File: src/rtl/level_4_merge.sv
// level_4_merge
//   Level-4 stage of the merge-sort tree. A 32-element frame holds four
//   ascending 8-element runs (R0..R3). Two lanes merge them serially, one
//   element per lane per cycle, over 16 cycles:
//     lane A = merge(R0, R1) -> odata elements 0..15
//     lane B = merge(R2, R3) -> odata elements 16..31
//   Each lane pops the larger head and shifts it in at the bottom of its
//   half. After 16 pops the largest element is at the top index, so each
//   half comes out ascending by index.
//
// Configuration macro:
//   MERGE_L4_SIGNED_EN  defined   -> heads compared as two's-complement
//                       undefined -> heads compared as unsigned
//
// Ports:
//   clk     in   1              rising-edge clock
//   rst     in   1              asynchronous active-high reset
//   idata   in   32*DATA_WIDTH  input runs, element k at [k*DATA_WIDTH +: DATA_WIDTH]
//   ivalid  in   1              frame present, taken when iready=1
//   iready  out  1              high while idle
//   odata   out  32*DATA_WIDTH  two merged 16-element runs
//   ovalid  out  1              one-cycle pulse marking odata valid
module level_4_merge #(
    parameter int DATA_WIDTH = 8
) (
    input  logic                       clk,
    input  logic                       rst,
    input  logic [32*DATA_WIDTH-1:0]   idata,
    input  logic                       ivalid,
    output logic                       iready,
    output logic [32*DATA_WIDTH-1:0]   odata,
    output logic                       ovalid
);

    typedef enum logic {
        S_IDLE  = 1'b0,
        S_MERGE = 1'b1
    } state_t;

    state_t                    r_state;
    state_t                    w_state_nxt;

    logic [DATA_WIDTH-1:0]     r_run [4][8];
    logic [3:0]                r_pop [4];
    logic [3:0]                r_cnt;
    logic [16*DATA_WIDTH-1:0]  r_lane_a;
    logic [16*DATA_WIDTH-1:0]  r_lane_b;
    logic                      r_ovalid;

    logic [DATA_WIDTH-1:0]     w_head [4];
    logic                      w_exh  [4];
    logic                      w_sel_r1;
    logic                      w_sel_r3;
    logic [DATA_WIDTH-1:0]     w_pick_a;
    logic [DATA_WIDTH-1:0]     w_pick_b;
    logic                      w_accept;
    logic                      w_last;

    // Returns 1 when a >= b under the configured ordering.
    function automatic logic head_ge(input logic [DATA_WIDTH-1:0] a,
                                     input logic [DATA_WIDTH-1:0] b);
`ifdef MERGE_L4_SIGNED_EN
        return ($signed(a) >= $signed(b));
`else
        return (a >= b);
`endif
    endfunction

    // Head of each run is the highest unpopped index (7 - pops). When a run
    // is exhausted (pop count 8) its head value is don't-care: the exhaustion
    // flag forces selection of the other run.
    always_comb begin
        for (int j = 0; j < 4; j++) begin
            w_exh[j]  = r_pop[j][3];
            w_head[j] = r_run[j][3'd7 - r_pop[j][2:0]];
        end
    end

    // Ties go to the higher-numbered run of the pair.
    assign w_sel_r1 = w_exh[0] | (~w_exh[1] & head_ge(w_head[1], w_head[0]));
    assign w_sel_r3 = w_exh[2] | (~w_exh[3] & head_ge(w_head[3], w_head[2]));
    assign w_pick_a = w_sel_r1 ? w_head[1] : w_head[0];
    assign w_pick_b = w_sel_r3 ? w_head[3] : w_head[2];

    assign w_accept = (r_state == S_IDLE) & ivalid;
    assign w_last   = (r_state == S_MERGE) & (r_cnt == 4'd15);

    always_comb begin
        w_state_nxt = r_state;
        case (r_state)
            S_IDLE:  if (ivalid) w_state_nxt = S_MERGE;
            S_MERGE: if (r_cnt == 4'd15) w_state_nxt = S_IDLE;
            default: w_state_nxt = S_IDLE;
        endcase
    end

    always_ff @(posedge clk or posedge rst) begin
        if (rst) begin
            r_state <= S_IDLE;
        end else begin
            r_state <= w_state_nxt;
        end
    end

    always_ff @(posedge clk or posedge rst) begin
        if (rst) begin
            r_cnt    <= 4'd0;
            r_ovalid <= 1'b0;
            r_lane_a <= '0;
            r_lane_b <= '0;
            for (int j = 0; j < 4; j++) begin
                r_pop[j] <= 4'd0;
                for (int k = 0; k < 8; k++) begin
                    r_run[j][k] <= '0;
                end
            end
        end else begin
            r_ovalid <= w_last;
            if (w_accept) begin
                // odata is left untouched here so the previous result stays
                // visible until the first merge edge of this frame.
                r_cnt <= 4'd0;
                for (int j = 0; j < 4; j++) begin
                    r_pop[j] <= 4'd0;
                    for (int k = 0; k < 8; k++) begin
                        r_run[j][k] <= idata[(j*8+k)*DATA_WIDTH +: DATA_WIDTH];
                    end
                end
            end else if (r_state == S_MERGE) begin
                r_cnt <= r_cnt + 4'd1;
                if (w_sel_r1) r_pop[1] <= r_pop[1] + 4'd1;
                else          r_pop[0] <= r_pop[0] + 4'd1;
                if (w_sel_r3) r_pop[3] <= r_pop[3] + 4'd1;
                else          r_pop[2] <= r_pop[2] + 4'd1;
                r_lane_a <= {r_lane_a[15*DATA_WIDTH-1:0], w_pick_a};
                r_lane_b <= {r_lane_b[15*DATA_WIDTH-1:0], w_pick_b};
            end
        end
    end

    assign iready = (r_state == S_IDLE);
    assign odata  = {r_lane_b, r_lane_a};
    assign ovalid = r_ovalid;

endmodule

File: config.mk
export PLATFORM = sky130hd
export DESIGN_NAME = level_4_merge
export DESIGN_NICKNAME = d
export VERILOG_FILES = /design/src/rtl/level_4_merge.sv
export SDC_FILE = /design/constraint.sdc
export NUM_CORES = 1
export LEC_CHECK = 0
export CAP_MARGIN = 10
export CORE_MARGIN = 5
export CORE_UTILIZATION = 35
export DETAILED_ROUTE_END_ITERATION = 16
export SYNTH_ARGS = -nofsm -noshare
export SYNTH_HDL_FRONTEND = slang
export SYNTH_SLANG_ARGS = --single-unit
export TNS_END_PERCENT = 30
File: constraint.sdc
create_clock -name clk -period 22.4 [get_ports clk]
set_input_delay 3.36 -clock clk [delete_from_list [all_inputs] [get_ports clk]]
set_output_delay 3.36 -clock clk [all_outputs]
set_load 0.01 [all_outputs]
==> results.cfg, run 1 <==
[synthesis]
synth_fa_ha_area_share_pct = 1.170
synthTopCellsByArea = dfrtp_1 60%, mux2_2 13%, nand2_1 13%
yosysWarnings = 0
synth.largest_area_cell = dfrtp_1
yosysSeqAreaShare_pct = 59.51
synth_top_area_share_pct = 59.51
ys_types = 45
syn_nets = 2206
synth_xor_area_share_pct = 0.03900
synthSimpleGateAreaFrac_pct = 14.45
synth_cells = 1926
synth_compound_area_share_pct = 1.749
synth_top_family_by_area = multiplexers
ys_seq_elements = 534
syn_area_per_cell_um2 = 11.66
synth_mux_area_share_pct = 20.74
synth_area_um2 = 22460

[floorplan]
die_height_um = 263.3
pin_count = 517
fp.coreArea_um2 = 63310
die_w_um = 263.3
initial_core_util_pct = 35.47
fp.dieArea_um2 = 69330
num_rows = 92

[placement]
post-place-ws_ns = 15.68
hpwl_mm = 47.13
gp_congestion = 0.7884
io_buffers = 516
dpl-instance-area_um2 = 28350

[drt]
drtAntennaViolNets = 0
drt-total-wl_mm = 64.28
drt_iter0_drc = 1058
drcViolationCount = 0
dr.pass1.iters = 5
route.vias.total = 15820
wl_per_cell_um = 19.49
vias_per_cell = 4.794

[global_route]
grt_pass1_vias = 16740
antenna_found_initial = 5
grt_start_max_net_pins = 124
grt.overflow.total = 0
track_usage_pct = 17.92
grt_pass1_wl_mm = 99.06

[cells_and_area]
multi_input_area_um2 = 8582
layout-drive-gt1-share_pct = 18.00
regArea_um2 = 13370
nFillCells = 5702
area_growth_pct = 35.10
postLayoutCoreUtil_pct = 47.92
final_cell_area_um2 = 30340
nNetsFinal = 2686

[clock_network]
cts_hold_buf = 0
h-tree-depth = 2
cts_sinks = 534
cts.path.max_buffers = 3
cts_buffers = 58
cts_tree = yes
clk_latency_ns = 0.61
postCtsSetupBuffers = 0
cts_root_buffer = clkbuf_16
ctsResizeCount = 0
clk_pin_slew_ns = 0.06

[min_path]
holdCritPathClass = reg2reg

[sta]
finalCritPeriodShare_pct = 28.17
min_period_ns = 6.310
setup_tns_ns = 0
setup_slack_ns = 16.09
setup_viol_count_final = 0
hold_slack_ns = 0.4690
timing.fmax_mhz = 158.5
rsz0062_at_grt = no
worst_pin_slew_ns = 1.178
fin_worst_skew_ns = 0.02326
final_hold_viol_count = 0
report.final.slew_viol_count = 0
maxSlewHeadroom_pct = 21.44

[setup_path]
cp_max_fo = 42
critPathCaptureType = output port
crit_required_ns = 19.04
critPathArrivalTime_ns = 2.95
crit_type = reg2out
cp-start-kind = flip-flop
r2r_slack_ns = 17.82

[pwr]
peakVddDrop_v = 0.00006434
power.density_nw_per_um2 = 156.9
power.static_leakage_nw = 14.12

[run]
maxCapViolations = 0

[outcome]
status = finished, final reports clean
report_power, final:
part	switching [mW]	total [mW]	leakage, nW	internal (mW)
logic	0.868	1.97	6.52	1.11
registers	0.383	1.81	6.62	1.43
clock network	0.389	0.976	0.984	0.587
total	1.64	4.76	14.1	3.12
layer usage:
metal,track usage (%),vias up,wire length [µm]
met2,30.41,494,31570
met3,4.417,75,4223
li1,-,7378,-
met1,23.41,7868,27240
met5,0,-,13
met4,4.190,2,1236
placed cells by master (no fill, tap or decap), types with 11 or more instances in the layout:
cell             netlist  routed
buf_4                  0      18
o21ai_0               16      16
nand2_1              792     791
dfrtp_1              534     533
nor2_1                12      12
clkbuf_16              0      61
clkbuf_8               0      18
clkdlybuf4s50_1        0     516
mux2i_1               19      19
mux4_2                53      53
ha_1                  21      21
mux2_2               265     265
mux4_1                11      11
final timing paths:
check	start	to	depth (start not counted)
setup / recovery	r_state	iready	2
hold / removal	r_run[17]	r_run[17]	2
setup reg to reg	r_state	r_run[229]	6
hold reg to reg	r_run[17]	r_run[17]	2
max in group asynchronous	rst	r_run[245]	4
min in group asynchronous	rst	r_lane_a[84]	2
cell families after synthesis:
group                    Yosys count
AND/OR/NAND/NOR                  842
flip-flops                       534
multiplexers                     348
buffers and inverters            123
AO/OA/AOI/OAI                     57
adder cells (fa/ha/maj)           21
XOR/XNOR                           1
critical path, cell delays in order (launching register included):
cell,delay [ns]
dfrtp_4,0.77
clkinv_1,0.81
clkdlybuf4s50_1,0.76
flip-flops by register name, summed over array words and instances (netlist names):
name	cells
r_cnt	4
r_run	256
r_state	1
r_pop	16
r_lane_a	128
ovalid	1
r_lane_b	128
metrics by stage:
| step | power (mW) | std cells |
|---|---|---|
| final | 4.760 | 3299 |
| after global routing | 5.076 | 3298 |
| after CTS | 4.834 | 3296 |
| after detailed placement | 3.833 | 3192 |
| after global placement | 3.764 | 3192 |
| after floorplan | 2.898 | 1926 |
synthesized netlist by cell type (all sizes together):
cell and instances:
a2111oi 1, a211o 7, a211oi 3, a21o 1, a21oi 8, a221o 1, a22o 1, a31o 1
a31oi 3, a32o 2, a41oi 1, and3 9, and4 2, buf 17, clkbuf 97, clkinv 1
dfrtp 534, ha 21, inv 8, mux2 265, mux2i 19, mux4 64, nand2 792, nand2b 2
nand3 10, nand4b 1, nor2 12, nor2b 4, nor3 8, o211ai 1, o21a 7, o21ai 16
o221a 1, o22ai 2, o32ai 1, or2 1, or3 1, xor2 1
final cells by class:
| class | count | area share (%) |
|---|---|---|
| clock inverter | 18 | 0.5980 |
| clock buffer | 86 | 5.935 |
| inverter | 9 | 0.1361 |
| tap | 846 | 3.489 |
| multi-input combinational | 1269 | 28.29 |
| timing repair buffer | 534 | 17.47 |
| sequential | 534 | 44.06 |
| antenna | 3 | 0.02475 |
Power figures use the tool's default switching activity.
==> run 2, diff against run 1 <==
==> constraint.sdc (replaced) <==
create_clock -name clk -period 5.8 [get_ports clk]
set_input_delay 0.87 -clock clk [delete_from_list [all_inputs] [get_ports clk]]
set_output_delay 0.87 -clock clk [all_outputs]
set_load 0.01 [all_outputs]
==> run 2 against run 1 <==
Compared with the run above:
- clock skew is 0.0050 ns lower
- critical path depth is 8 higher
- sequential cell count stayed put
- clock power grew to 3.8 times the previous value
- die area stayed put
- clock-buffer cell count is 10 lower
- sequential power grew to 4.0 times the previous value
- via count is 0.48% higher
- first-iteration DRC count is 8.5% higher
- critical endpoint is now r_lane_b[3]
==> results.cfg, run 2 (same netlist as run 1, synthesis figures left out) <==
[cells_and_area]
final_common_cell = nand2_1
top_register = r_run
fin_cells = 3302
largestRegisters = r_run x256, r_lane_a x128, r_lane_b x128
largest_reg_flops = 256
nNetsFinal = 2688
layout-drive-gt1-share_pct = 18.06
area_growth_pct = 35.43
final_cell_mix = 791 x nand2_1, 533 x dfrtp_1, 516 x clkdlybuf4s50_1

[floorplan]
fp.dieArea_um2 = 69330
num_rows = 92
fp.coreArea_um2 = 63310
die_height_um = 263.3
die_w_um = 263.3
initial_core_util_pct = 35.47
pin_count = 517

[clock_network]
cts_tree = yes
clk_pin_slew_ns = 0.06
cts_sinks = 534
cts_hold_buf = 0
cts_root_buffer = clkbuf_16
clk_latency_ns = 0.60
cts_buffers = 58
cts.path.max_buffers = 3
postCtsSetupBuffers = 0
ctsResizeCount = 0
h-tree-depth = 2

[drt]
drt-total-wl_mm = 66.25
dr.pass1.iters = 5
vias_per_cell = 4.813
drt_iter0_drc = 1148
drcViolationCount = 0
route.vias.total = 15890
wl_per_cell_um = 20.06
drtAntennaViolNets = 0

[sta]
maxSlewHeadroom_pct = 20.89
min_period_ns = 4.280
final_hold_viol_count = 0
worst_pin_slew_ns = 1.187
rsz0062_at_grt = no
hold_slack_ns = 0.4693
fin_worst_skew_ns = 0.01824
finalCritPeriodShare_pct = 73.79
setup_slack_ns = 1.520
timing.fmax_mhz = 233.7
report.final.slew_viol_count = 0
setup_viol_count_final = 0

[setup_path]
crit_type = reg2reg
crit_top_cell = mux2_2
cp_cell_sequence = mux4_2 -> mux2_2 -> ha_1 -> a211oi_1 -> o21ai_0 -> a211oi_2 -> buf_4 -> nand2_1 -> o21a_1 -> mux2_2
critPathArrivalTime_ns = 4.76
crit_required_ns = 6.28
critPathCaptureType = flip-flop
cp_max_fo = 19
critPathMaxStageDelay_ns = 1.06
cp-start-kind = flip-flop
cpMaxStageDelayCell = dfrtp_1

[placement]
io_buffers = 516
dp.cells = 3194
post-place-ws_ns = 1.591
gp_congestion = 0.8507
hpwl_mm = 49.33

[global_route]
antenna_found_initial = 4
grt.overflow.total = 0
grt_pass1_vias = 16530
track_usage_pct = 18.45
grt_start_max_net_pins = 259
grt_pass1_wl_mm = 100.9

[pwr]
power_mw = 18.38
power.static_leakage_nw = 14.14
power.density_nw_per_um2 = 604.3
peakVddDrop_v = 0.0003138

[outcome]
status = finished, final reports clean

[run]
maxCapViolations = 0

[min_path]
holdCritPathClass = reg2reg
-- run 2: changes by cell type in the layout (fill, tap and decap cells not counted), sizes merged --
cell | before | now
buf | 18 | 20
bufinv | 3 | 6
clkbuf | 86 | 76
clkinv | 13 | 21
clkinvlp | 2 | 3
inv | 9 | 8
-- run 2: through the flow --
| step | util, % | area [µm²] | setup TNS [ns] |
|---|---|---|---|
| final | 48.04 | 30410 | 0 |
| after global routing | 48.03 | 30410 | 0 |
| after CTS | 48.03 | 30410 | 0 |
| after detailed placement | 44.95 | 28460 | 0 |
| after global placement | 44.95 | 28460 | 0 |
| after floorplan | - | 22460 | -1244.25 |
-- run 2: critical path, delay by kind of cell, from the launching register on --
family / cells / cell delay (ns)
AND/OR/NAND/NOR: 1 / 0.08
adder cells (fa/ha/maj): 1 / 0.33
multiplexers: 3 / 1.18
buffers and inverters: 1 / 0.32
flip-flops: 1 / 1.06
AO/OA/AOI/OAI: 4 / 1.17
-- run 2: layer usage --
layer	routed length [µm]	global-route usage, %	up-vias
li1	-	-	7400
met1	28220	24.26	7940
met2	32830	31.31	465
met3	3946	4.408	84
met4	1231	4.161	4
met5	24	0	-
-- run 2: final timing paths --
kind                            cells past startpoint        from  slack (ns)           end
worst max-delay path                               10    r_pop[0]        1.52   r_lane_b[3]
worst min-delay path                                2  r_run[156]        0.47    r_run[156]
worst max register to register                     10    r_pop[0]        1.52   r_lane_b[3]
worst min register to register                      2  r_run[156]        0.47    r_run[156]
max in group asynchronous                           3         rst        3.83  r_lane_a[84]
min in group asynchronous                           2         rst        0.84  r_lane_a[53]
-- run 2: power by group --
part	switching [mW]	internal (mW)	total (mW)	leakage [nW]
Clock	1.51	2.24	3.75	0.970
Combinational	3.13	4.26	7.39	6.56
Sequential	1.73	5.52	7.24	6.62
-- run 2: area by class of cell --
cell class                      instances  area [µm²]
Clock inverter                         29       315.3
Multi-Input combinational cell       1269        8582
Tap cell                              846        1059
Inverter                                9       37.54
Fill cell                            5715       32900
Sequential cell                       534       13370
Clock buffer                           76        1630
Timing Repair Buffer                  536        5415
Antenna cell                            3       7.507
